File: src/rtl/logic_anlz_pkg.sv
// Shared types and constants for the logic analyzer.
// Register map, reset values and trace-word layout.
package logic_anlz_pkg;

  localparam int DATA_W = 24;
  localparam int CNT_W  = 8;
  localparam int WORD_W = 32;
  localparam int THR_W  = 7;

  localparam logic [CNT_W-1:0] MAX_RUN = 8'd255;

  localparam logic [2:0]  REG_PAGE = 3'b001;
  localparam logic [11:0] OFF_MASK = 12'h000;
  localparam logic [11:0] OFF_HTH  = 12'h004;
  localparam logic [11:0] OFF_LTH  = 12'h008;
  localparam logic [11:0] OFF_POP  = 12'h00C;
  localparam logic [11:0] OFF_EN   = 12'h010;
  localparam logic [11:0] OFF_STAT = 12'h014;

  localparam logic [THR_W-1:0] RST_HTH = 7'h3F;
  localparam logic [THR_W-1:0] RST_LTH = 7'h3F;
  localparam logic [THR_W-1:0] RST_POP = 7'h01;

  typedef enum logic {
    ST_IDLE,
    ST_STREAM
  } strm_e;

  typedef struct packed {
    logic [CNT_W-1:0]  cnt;
    logic [DATA_W-1:0] data;
  } trace_t;

endpackage

File: src/rtl/logic_anlz_fifo.sv
// Trace FIFO with occupancy count.
// Pushes into a full FIFO are discarded.
module logic_anlz_fifo #(
  parameter int DEPTH = 64,
  parameter int WIDTH = 32
) (
  input  logic                   clk,
  input  logic                   rst_n,
  input  logic                   push,
  input  logic [WIDTH-1:0]       din,
  input  logic                   pop,
  output logic [WIDTH-1:0]       dout,
  output logic [$clog2(DEPTH):0] count,
  output logic                   full,
  output logic                   empty
);

  localparam int AW = $clog2(DEPTH);

  logic [WIDTH-1:0] mem [DEPTH];
  logic [AW-1:0]    wr_ptr;
  logic [AW-1:0]    rd_ptr;
  logic             do_push;
  logic             do_pop;

  assign full    = count == (AW+1)'(DEPTH);
  assign empty   = count == '0;
  assign do_push = push && !full;
  assign do_pop  = pop && !empty;
  assign dout    = mem[rd_ptr];

  always_ff @(posedge clk) begin
    if (do_push) mem[wr_ptr] <= din;
  end

  always_ff @(posedge clk or negedge rst_n) begin
    if (!rst_n) begin
      wr_ptr <= '0;
      rd_ptr <= '0;
      count  <= '0;
    end else begin
      if (do_push) wr_ptr <= wr_ptr + AW'(1);
      if (do_pop)  rd_ptr <= rd_ptr + AW'(1);
      unique case ({do_push, do_pop})
        2'b10:   count <= count + (AW+1)'(1);
        2'b01:   count <= count - (AW+1)'(1);
        default: ;
      endcase
    end
  end

endmodule

File: src/rtl/logic_anlz.sv
// Logic analyzer: masked probe capture, run-length
// trace words, FIFO, AXI-Stream out, AXI-Lite config.
module logic_anlz
  import logic_anlz_pkg::*;
#(
  parameter int pADDR_WIDTH = 15,
  parameter int pDATA_WIDTH = 32,
  parameter int pFIFO_DEPTH = 64
) (
  input  logic                   axi_clk,
  input  logic                   axi_reset_n,
  input  logic                   axis_clk,
  input  logic                   axis_rst_n,
  input  logic                   user_clock2,
  input  logic                   uck2_rst_n,
  input  logic                   cc_la_enable,
  input  logic                   axi_awvalid,
  output logic                   axi_awready,
  input  logic [pADDR_WIDTH-1:0] axi_awaddr,
  input  logic                   axi_wvalid,
  output logic                   axi_wready,
  input  logic [pDATA_WIDTH-1:0] axi_wdata,
  input  logic [3:0]             axi_wstrb,
  input  logic                   axi_arvalid,
  output logic                   axi_arready,
  input  logic [pADDR_WIDTH-1:0] axi_araddr,
  output logic                   axi_rvalid,
  input  logic                   axi_rready,
  output logic [pDATA_WIDTH-1:0] axi_rdata,
  output logic [pDATA_WIDTH-1:0] m_tdata,
  output logic                   m_tvalid,
  input  logic                   m_tready,
  output logic [3:0]             m_tstrb,
  output logic [3:0]             m_tkeep,
  output logic                   m_tlast,
  output logic [1:0]             m_tuser,
  output logic                   la_hpri_req,
  input  logic [DATA_W-1:0]      up_la_data
);

  localparam int CW = $clog2(pFIFO_DEPTH) + 1;

  logic [DATA_W-1:0]      mask;
  logic [THR_W-1:0]       hth;
  logic [THR_W-1:0]       lth;
  logic [THR_W-1:0]       pop_cond;
  logic                   en;
  logic                   ovf;
  logic                   wr_go;
  logic                   wr_hit;
  logic [11:0]            wofs;
  logic                   rd_go;
  logic [pADDR_WIDTH-1:0] rd_addr;
  logic [pDATA_WIDTH-1:0] rd_word;
  trace_t                 run;
  logic                   run_valid;
  logic                   active;
  logic [DATA_W-1:0]      smp;
  logic                   push;
  logic                   pop;
  logic [WORD_W-1:0]      head;
  logic [CW-1:0]          count;
  logic                   full;
  logic                   empty;
  strm_e                  state;
  strm_e                  state_nx;
  logic                   unused_ok;

  assign unused_ok = &{1'b0, axis_clk, axis_rst_n, user_clock2,
                       uck2_rst_n, axi_wstrb, axi_wdata[31:24]};

  assign wr_go  = axi_awvalid && axi_wvalid && cc_la_enable
                  && !axi_awready;
  assign wr_hit = wr_go && axi_awaddr[14:12] == REG_PAGE;
  assign wofs   = axi_awaddr[11:0];
  assign rd_go  = axi_arvalid && !axi_rvalid && !axi_arready
                  && cc_la_enable;

  always_ff @(posedge axi_clk or negedge axi_reset_n) begin
    if (!axi_reset_n) begin
      mask     <= '0;
      hth      <= RST_HTH;
      lth      <= RST_LTH;
      pop_cond <= RST_POP;
      en       <= 1'b0;
      ovf      <= 1'b0;
    end else begin
      if (wr_hit) begin
        unique case (1'b1)
          wofs == OFF_MASK: mask     <= axi_wdata[DATA_W-1:0];
          wofs == OFF_HTH:  hth      <= axi_wdata[THR_W-1:0];
          wofs == OFF_LTH:  lth      <= axi_wdata[THR_W-1:0];
          wofs == OFF_POP:  pop_cond <= axi_wdata[THR_W-1:0];
          wofs == OFF_EN:   en       <= axi_wdata[0];
          default: ;
        endcase
      end
      // A drop in the same cycle as a clear keeps the flag set
      if (push && full)
        ovf <= 1'b1;
      else if (wr_hit && wofs == OFF_STAT)
        ovf <= 1'b0;
    end
  end

  always_comb begin
    rd_word = '0;
    if (rd_addr[14:12] == REG_PAGE) begin
      unique case (1'b1)
        rd_addr[11:0] == OFF_MASK: rd_word = pDATA_WIDTH'(mask);
        rd_addr[11:0] == OFF_HTH:  rd_word = pDATA_WIDTH'(hth);
        rd_addr[11:0] == OFF_LTH:  rd_word = pDATA_WIDTH'(lth);
        rd_addr[11:0] == OFF_POP:  rd_word = pDATA_WIDTH'(pop_cond);
        rd_addr[11:0] == OFF_EN:   rd_word = pDATA_WIDTH'(en);
        rd_addr[11:0] == OFF_STAT:
          rd_word = pDATA_WIDTH'({ovf, 1'b0, count});
        default: ;
      endcase
    end
  end

  always_ff @(posedge axi_clk or negedge axi_reset_n) begin
    if (!axi_reset_n) begin
      axi_awready <= 1'b0;
      axi_arready <= 1'b0;
      axi_rvalid  <= 1'b0;
      axi_rdata   <= '0;
      rd_addr     <= '0;
    end else begin
      axi_awready <= wr_go;
      axi_arready <= rd_go;
      if (rd_go) rd_addr <= axi_araddr;
      if (axi_arready) begin
        axi_rvalid <= 1'b1;
        axi_rdata  <= rd_word;
      end else if (axi_rvalid && axi_rready) begin
        axi_rvalid <= 1'b0;
        axi_rdata  <= '0;
      end
    end
  end

  assign axi_wready = axi_awready;

  assign active = en && cc_la_enable;
  assign smp    = up_la_data & mask;
  assign push   = run_valid && (!active || smp != run.data
                                || run.cnt == MAX_RUN);

  always_ff @(posedge axi_clk or negedge axi_reset_n) begin
    if (!axi_reset_n) begin
      run       <= '0;
      run_valid <= 1'b0;
    end else if (!active) begin
      run_valid <= 1'b0;
    end else begin
      run_valid <= 1'b1;
      if (!run_valid || push)
        run <= '{cnt: CNT_W'(1), data: smp};
      else
        run.cnt <= run.cnt + CNT_W'(1);
    end
  end

  logic_anlz_fifo #(
    .DEPTH (pFIFO_DEPTH),
    .WIDTH (WORD_W)
  ) u_fifo (
    .clk   (axi_clk),
    .rst_n (axi_reset_n),
    .push  (push),
    .din   (run),
    .pop   (pop),
    .dout  (head),
    .count (count),
    .full  (full),
    .empty (empty)
  );

  always_ff @(posedge axi_clk or negedge axi_reset_n) begin
    if (!axi_reset_n) state <= ST_IDLE;
    else              state <= state_nx;
  end

  always_comb begin
    state_nx = state;
    unique case (state)
      ST_IDLE:   if (count >= CW'(pop_cond)) state_nx = ST_STREAM;
      ST_STREAM: if (empty) state_nx = ST_IDLE;
    endcase
  end

  assign pop      = m_tvalid && m_tready;
  assign m_tvalid = state == ST_STREAM && !empty;
  assign m_tdata  = empty ? '0 : pDATA_WIDTH'(head);
  assign m_tlast  = count == CW'(1);
  assign m_tstrb  = 4'hF;
  assign m_tkeep  = 4'hF;
  assign m_tuser  = 2'b00;

  always_ff @(posedge axi_clk or negedge axi_reset_n) begin
    if (!axi_reset_n)
      la_hpri_req <= 1'b0;
    else if (count >= CW'(hth))
      la_hpri_req <= 1'b1;
    else if (count < CW'(lth))
      la_hpri_req <= 1'b0;
  end

endmodule

File: config.mk
export PLATFORM = sky130hd
export DESIGN_NAME = logic_anlz
export DESIGN_NICKNAME = d
export VERILOG_FILES = /design/src/rtl/logic_anlz_pkg.sv /design/src/rtl/logic_anlz_fifo.sv /design/src/rtl/logic_anlz.sv
export SDC_FILE = /design/constraint.sdc
export NUM_CORES = 2
export LEC_CHECK = 0
export ABC_AREA = 1
export BUFFER_PORTS_ARGS = -buffer_cell sky130_fd_sc_hd__buf_2
export CORE_MARGIN = 8
export CORE_UTILIZATION = 42
export CTS_BUF_LIST = sky130_fd_sc_hd__clkbuf_8
export DETAILED_ROUTE_END_ITERATION = 8
export HOLD_SLACK_MARGIN = 0.15
export PLACE_DENSITY = 0.56
export SKIP_CTS_REPAIR_TIMING = 1
export SLEW_MARGIN = 20
export SYNTH_ARGS = -nofsm -noshare
export SYNTH_HDL_FRONTEND = slang
export SYNTH_HIERARCHICAL = 1
export SYNTH_SLANG_ARGS = --single-unit
File: constraint.sdc
create_clock -name axi_clk -period 6.4 [get_ports axi_clk]
set_input_delay 0.64 -clock axi_clk [delete_from_list [all_inputs] [get_ports axi_clk]]
set_output_delay 0.64 -clock axi_clk [all_outputs]
set_load 0.01 [all_outputs]
==> impl_results.md <==
* Post-synth EDFFs at 2048
* Final HPWL from detailed placement at 140 mm
* Post-Syn Area per Cell at 10.7 µm²
* CTS Buffer Depth at 4
* Final period utilization at 92.8%
* Post-DR wirelength/cell at 21.8 µm
* Crit-path cells: inv_6 > nand2_4 > buf_4 > buf_4 > a21oi_1 > nor2_1 > nand2_1 > nand3_1 > nand2_1 > inv_1 > nor2_1 > buf_2
* Hold depth at 5
* Synth Warn # at 6
* First-pass GRT wire length at 387 mm
* Delay-heaviest family, CP: buffers and inverters
* Root buffer cell: clkbuf_8
* Startpoint types: flip-flop
* Asr flop ratio synth at 6.53%
* Grt total ovfl at 0
* Non-filler instance count after layout at 12.1k
* Area leader, netlist: edfxtp_1
* Routed vias at 63.0k
* GR Util All Layers at 21.6%
* Routed Antenna Nets at 0
* Final wirelength at 263 mm
* Post-Synth Simple-Gate Area at 20.9%
* Hold Startpoint: axi_awaddr[12]
* Mux share of post-synthesis cell area at 0.215%
* Logic pwr share at 34.6%
* Area share of fa/ha/maj cells after synthesis at 0.413%
* Initial antenna violation count at 14
* Main combinational cell family by area after synthesis: simple AND/OR/NAND/NOR gates
* # placed instances at 11.4k
* # setup viols final at 0
* Area growth syn-to-layout at 12.2%
* Slew headroom at 24.8%
* Worst Hold Path EP: en$_DFFE_PN0P_
* Sw Pwr at 16.1 mW
* Reg2reg start: run[23]$_DFFE_PN0P_
* Num rows at 172
* Hold Slack at 172 ps
* Worst r2r dst: u_fifo/mem[6][23]$_DFFE_PP_
* Largest net degree at the start of global routing at 192
* Total power at 41.2 mW
* Setup Skew at 62.0 ps
* Post-synth top flop: edfxtp_1
* Worst-path clk slew at 60 ps
* Reg2reg path depth at 13
* Slew @ Worst Pin at 1120 ps
* Startpoint of the worst setup timing path: u_fifo/rd_ptr[2]$_DFFE_PN0P_
* Latest clock arrival within the worst-skew pair at 1070 ps
* F_max at 0.168 GHz
* Sum of negative setup slack at 0 ps
* Pwr Density at 397 mW/mm²
* Library cells used by synthesis at 46
* Die Y at 486 µm
* CTS tree: done
* Critical Path AT at 5300 ps
* Worst Hold Class: in2reg
* RSZ-0062 raised after global routing: no
* Sw frac at 39.1%
* Vias in the first global route at 60.1k
* DIE AREA at 0.236 mm²
* Peak supply drop at 0.364 mV
* Yosys reg bits at 2191
* Drt pass-1 iters at 6
* CP max-delay cell: dfrtp_4
* Core box area at 0.220 mm²
* WS Path Type: reg2out
* XOR/XNOR share of the synthesized area at 0.227%
* Max cap viols at 0
* Synthesized area at 0.0926 mm²
* Initial Util at 42.2%
* Yosys top cell area share at 66.4%
* Number of fillers in the final layout at 19.9k
* Worst path required time at 5760 ps
* Critical path endpoint category: output pin
* Final Max Tran Viols at 0
* Share of layout cells above drive strength 1 at 10.0%
* Int Pwr at 25.1 mW
* Iter 0 DRT Violations at 6144
* Final net count at 9088
* Gate Count Post-Synth at 8639
* Worst path bufs/invs at 5
* Final hold vios at 0
* Die W at 486 µm
* Post-layout min period at 5940 ps
* Synth top area cells: edfxtp_1 (66%), nand2_1 (12%), nand3_1 (4.9%), nor2_1 (3.8%), dfrtp_1 (3.5%)
* Final core occ at 47.4%
* Drt drc at 0
* Flop pwr share at 38.3%
* Maximum fanout along the worst path at 42
* Num ports at 183
* Post-synthesis sequential area ratio at 70.3%
* # clock sinks at 2191
* Static Leak at 39.6 nW
* Final Wtd Congestion at 0.814
* R2R Setup Slk at 1200 ps
* Number of port buffers at 148
* Outcome: finished, final reports clean
* H-tree level count at 5
* Inserted Clock Buffers at 378
* Clock power frac at 27.1%
* Slowest stage delay, CP at 810 ps
* Compound-cell area share of the yosys netlist at 3.05%
* DR vias/cell at 5.21
final cells by class:
type | count | area, µm² | share of cell area [%]
timing repair buffer | 401 | 3100 | 2.98
multi-input combinational | 5411 | 23500 | 22.6
antenna | 8 | 20.0 | 0.0193
inverter | 573 | 2180 | 2.10
clock inverter | 245 | 1060 | 1.02
sequential | 2191 | 65100 | 62.7
clock buffer | 389 | 5350 | 5.15
tap | 2871 | 3590 | 3.46
synth_stat cells, types with 2 or more instances:
| cell | count |
|---|---|
| dfstp_2 | 13 |
| nand3b_1 | 2 |
| o21ai_0 | 310 |
| a21boi_0 | 2 |
| or2_2 | 26 |
| nor2_1 | 927 |
| nor3_4 | 2 |
| nand3_1 | 915 |
| o22ai_1 | 2 |
| mux2_4 | 2 |
| ha_1 | 29 |
| conb_1 | 2 |
| nand2_2 | 2 |
| nor3_1 | 12 |
| xor2_1 | 15 |
| clkbuf_1 | 223 |
| o21ai_1 | 53 |
| nand3_2 | 3 |
| edfxtp_1 | 2048 |
| clkinv_1 | 3 |
| nand2_1 | 2862 |
| buf_2 | 110 |
| buf_1 | 52 |
| a32o_1 | 16 |
| mux2_2 | 15 |
| xnor2_1 | 9 |
| dfrtp_1 | 130 |
| buf_4 | 57 |
| a21oi_1 | 149 |
| nand4_1 | 21 |
| nor2_2 | 2 |
| o211ai_1 | 6 |
| inv_1 | 566 |
| inv_2 | 4 |
| buf_6 | 38 |
worst reg2reg max path: cells and delay by family (launching register included):
family	cells	cell delay, ps
AND/OR/NAND/NOR	9	3110
flip-flops	1	680
buffers and inverters	3	610
AO/OA/AOI/OAI	1	460
power groups by stage:
stage / clock (mW) / sequential [mW] / combinational (mW)
global placement: 0 / 16.1 / 14.1
detailed placement: 0 / 16.1 / 14.2
global route: 12.0 / 15.8 / 15.8
CTS: 11.4 / 15.8 / 14.2
finish: 11.2 / 15.8 / 14.3
floorplan: 0 / 15.9 / 9.63
state kept, by name, summed over array words and instances (netlist names):
signal / cells
u_fifo/wr_ptr: 6
pop_cond: 7
u_fifo/rd_ptr: 6
u_fifo/mem: 2048
en: 1
rd_addr: 15
axi_awready: 1
run_valid: 1
la_hpri_req: 1
ovf: 1
mask: 24
hth: 7
state: 1
axi_rvalid: 1
run: 32
axi_arready: 1
u_fifo/count: 7
axi_rdata: 24
lth: 7
per-stage QoR:
stage          worst slack [ps]  area [µm²]
6_report                    458      104000
5_1_grt                     310      104000
4_1_cts                     355      103000
3_5_place_dp               1180       96700
3_3_place_gp               1160       96700
2_1_floorplan              1110       92700
placed cells by master, fill, tap and decap left out, drive strengths merged, types with 13 or more instances in the layout:
| master | netlist | routed |
|---|---|---|
| nand2 | 2865 | 2865 |
| edfxtp | 2048 | 2048 |
| nor2 | 930 | 930 |
| nand3 | 918 | 918 |
| inv | 570 | 726 |
| clkbuf | 223 | 389 |
| o21ai | 363 | 363 |
| buf | 257 | 320 |
| a21oi | 149 | 149 |
| dfrtp | 130 | 130 |
| clkinv | 3 | 84 |
| dlygate4sd3 | 0 | 81 |
| ha | 29 | 29 |
| or2 | 26 | 26 |
| nand4 | 21 | 21 |
| conb | 2 | 18 |
| mux2 | 17 | 17 |
| a32o | 16 | 16 |
| xor2 | 15 | 15 |
| nor3 | 14 | 14 |
| dfstp | 13 | 13 |
worst max path at each step:
stage          slack (ps)  cells after the start                           end
2_1_floorplan        1110                     14   u_fifo/mem[63][0]$_DFFE_PP_
3_3_place_gp         1160                     15  u_fifo/mem[14][27]$_DFFE_PP_
3_5_place_dp         1180                     15   u_fifo/mem[6][23]$_DFFE_PP_
4_1_cts               350                     12                    m_tdata[9]
5_1_grt               310                     12                    m_tdata[9]
6_report              460                     12                    m_tdata[9]
cells by family after synthesis:
kind of cell	after synthesis
and+or+nand+nor	4780
xor gates and xnor gates	24
DFF	2191
muxes	17
AOI/OAI and AO/OA	542
other	2
adders and majority gates	30
buffers and inverters	1053
per-layer routing:
layer | vias up | part of all wire [%] | GRT usage, %
met1 | 30700 | 43 | 29.8
li1 | 29500 | - | -
met3 | 505 | 7.0 | 3.79
met5 | - | 0.016 | 0
met4 | 6 | 3.8 | 8.55
met2 | 2288 | 46 | 34.1
(Power assumes the default switching activity.)
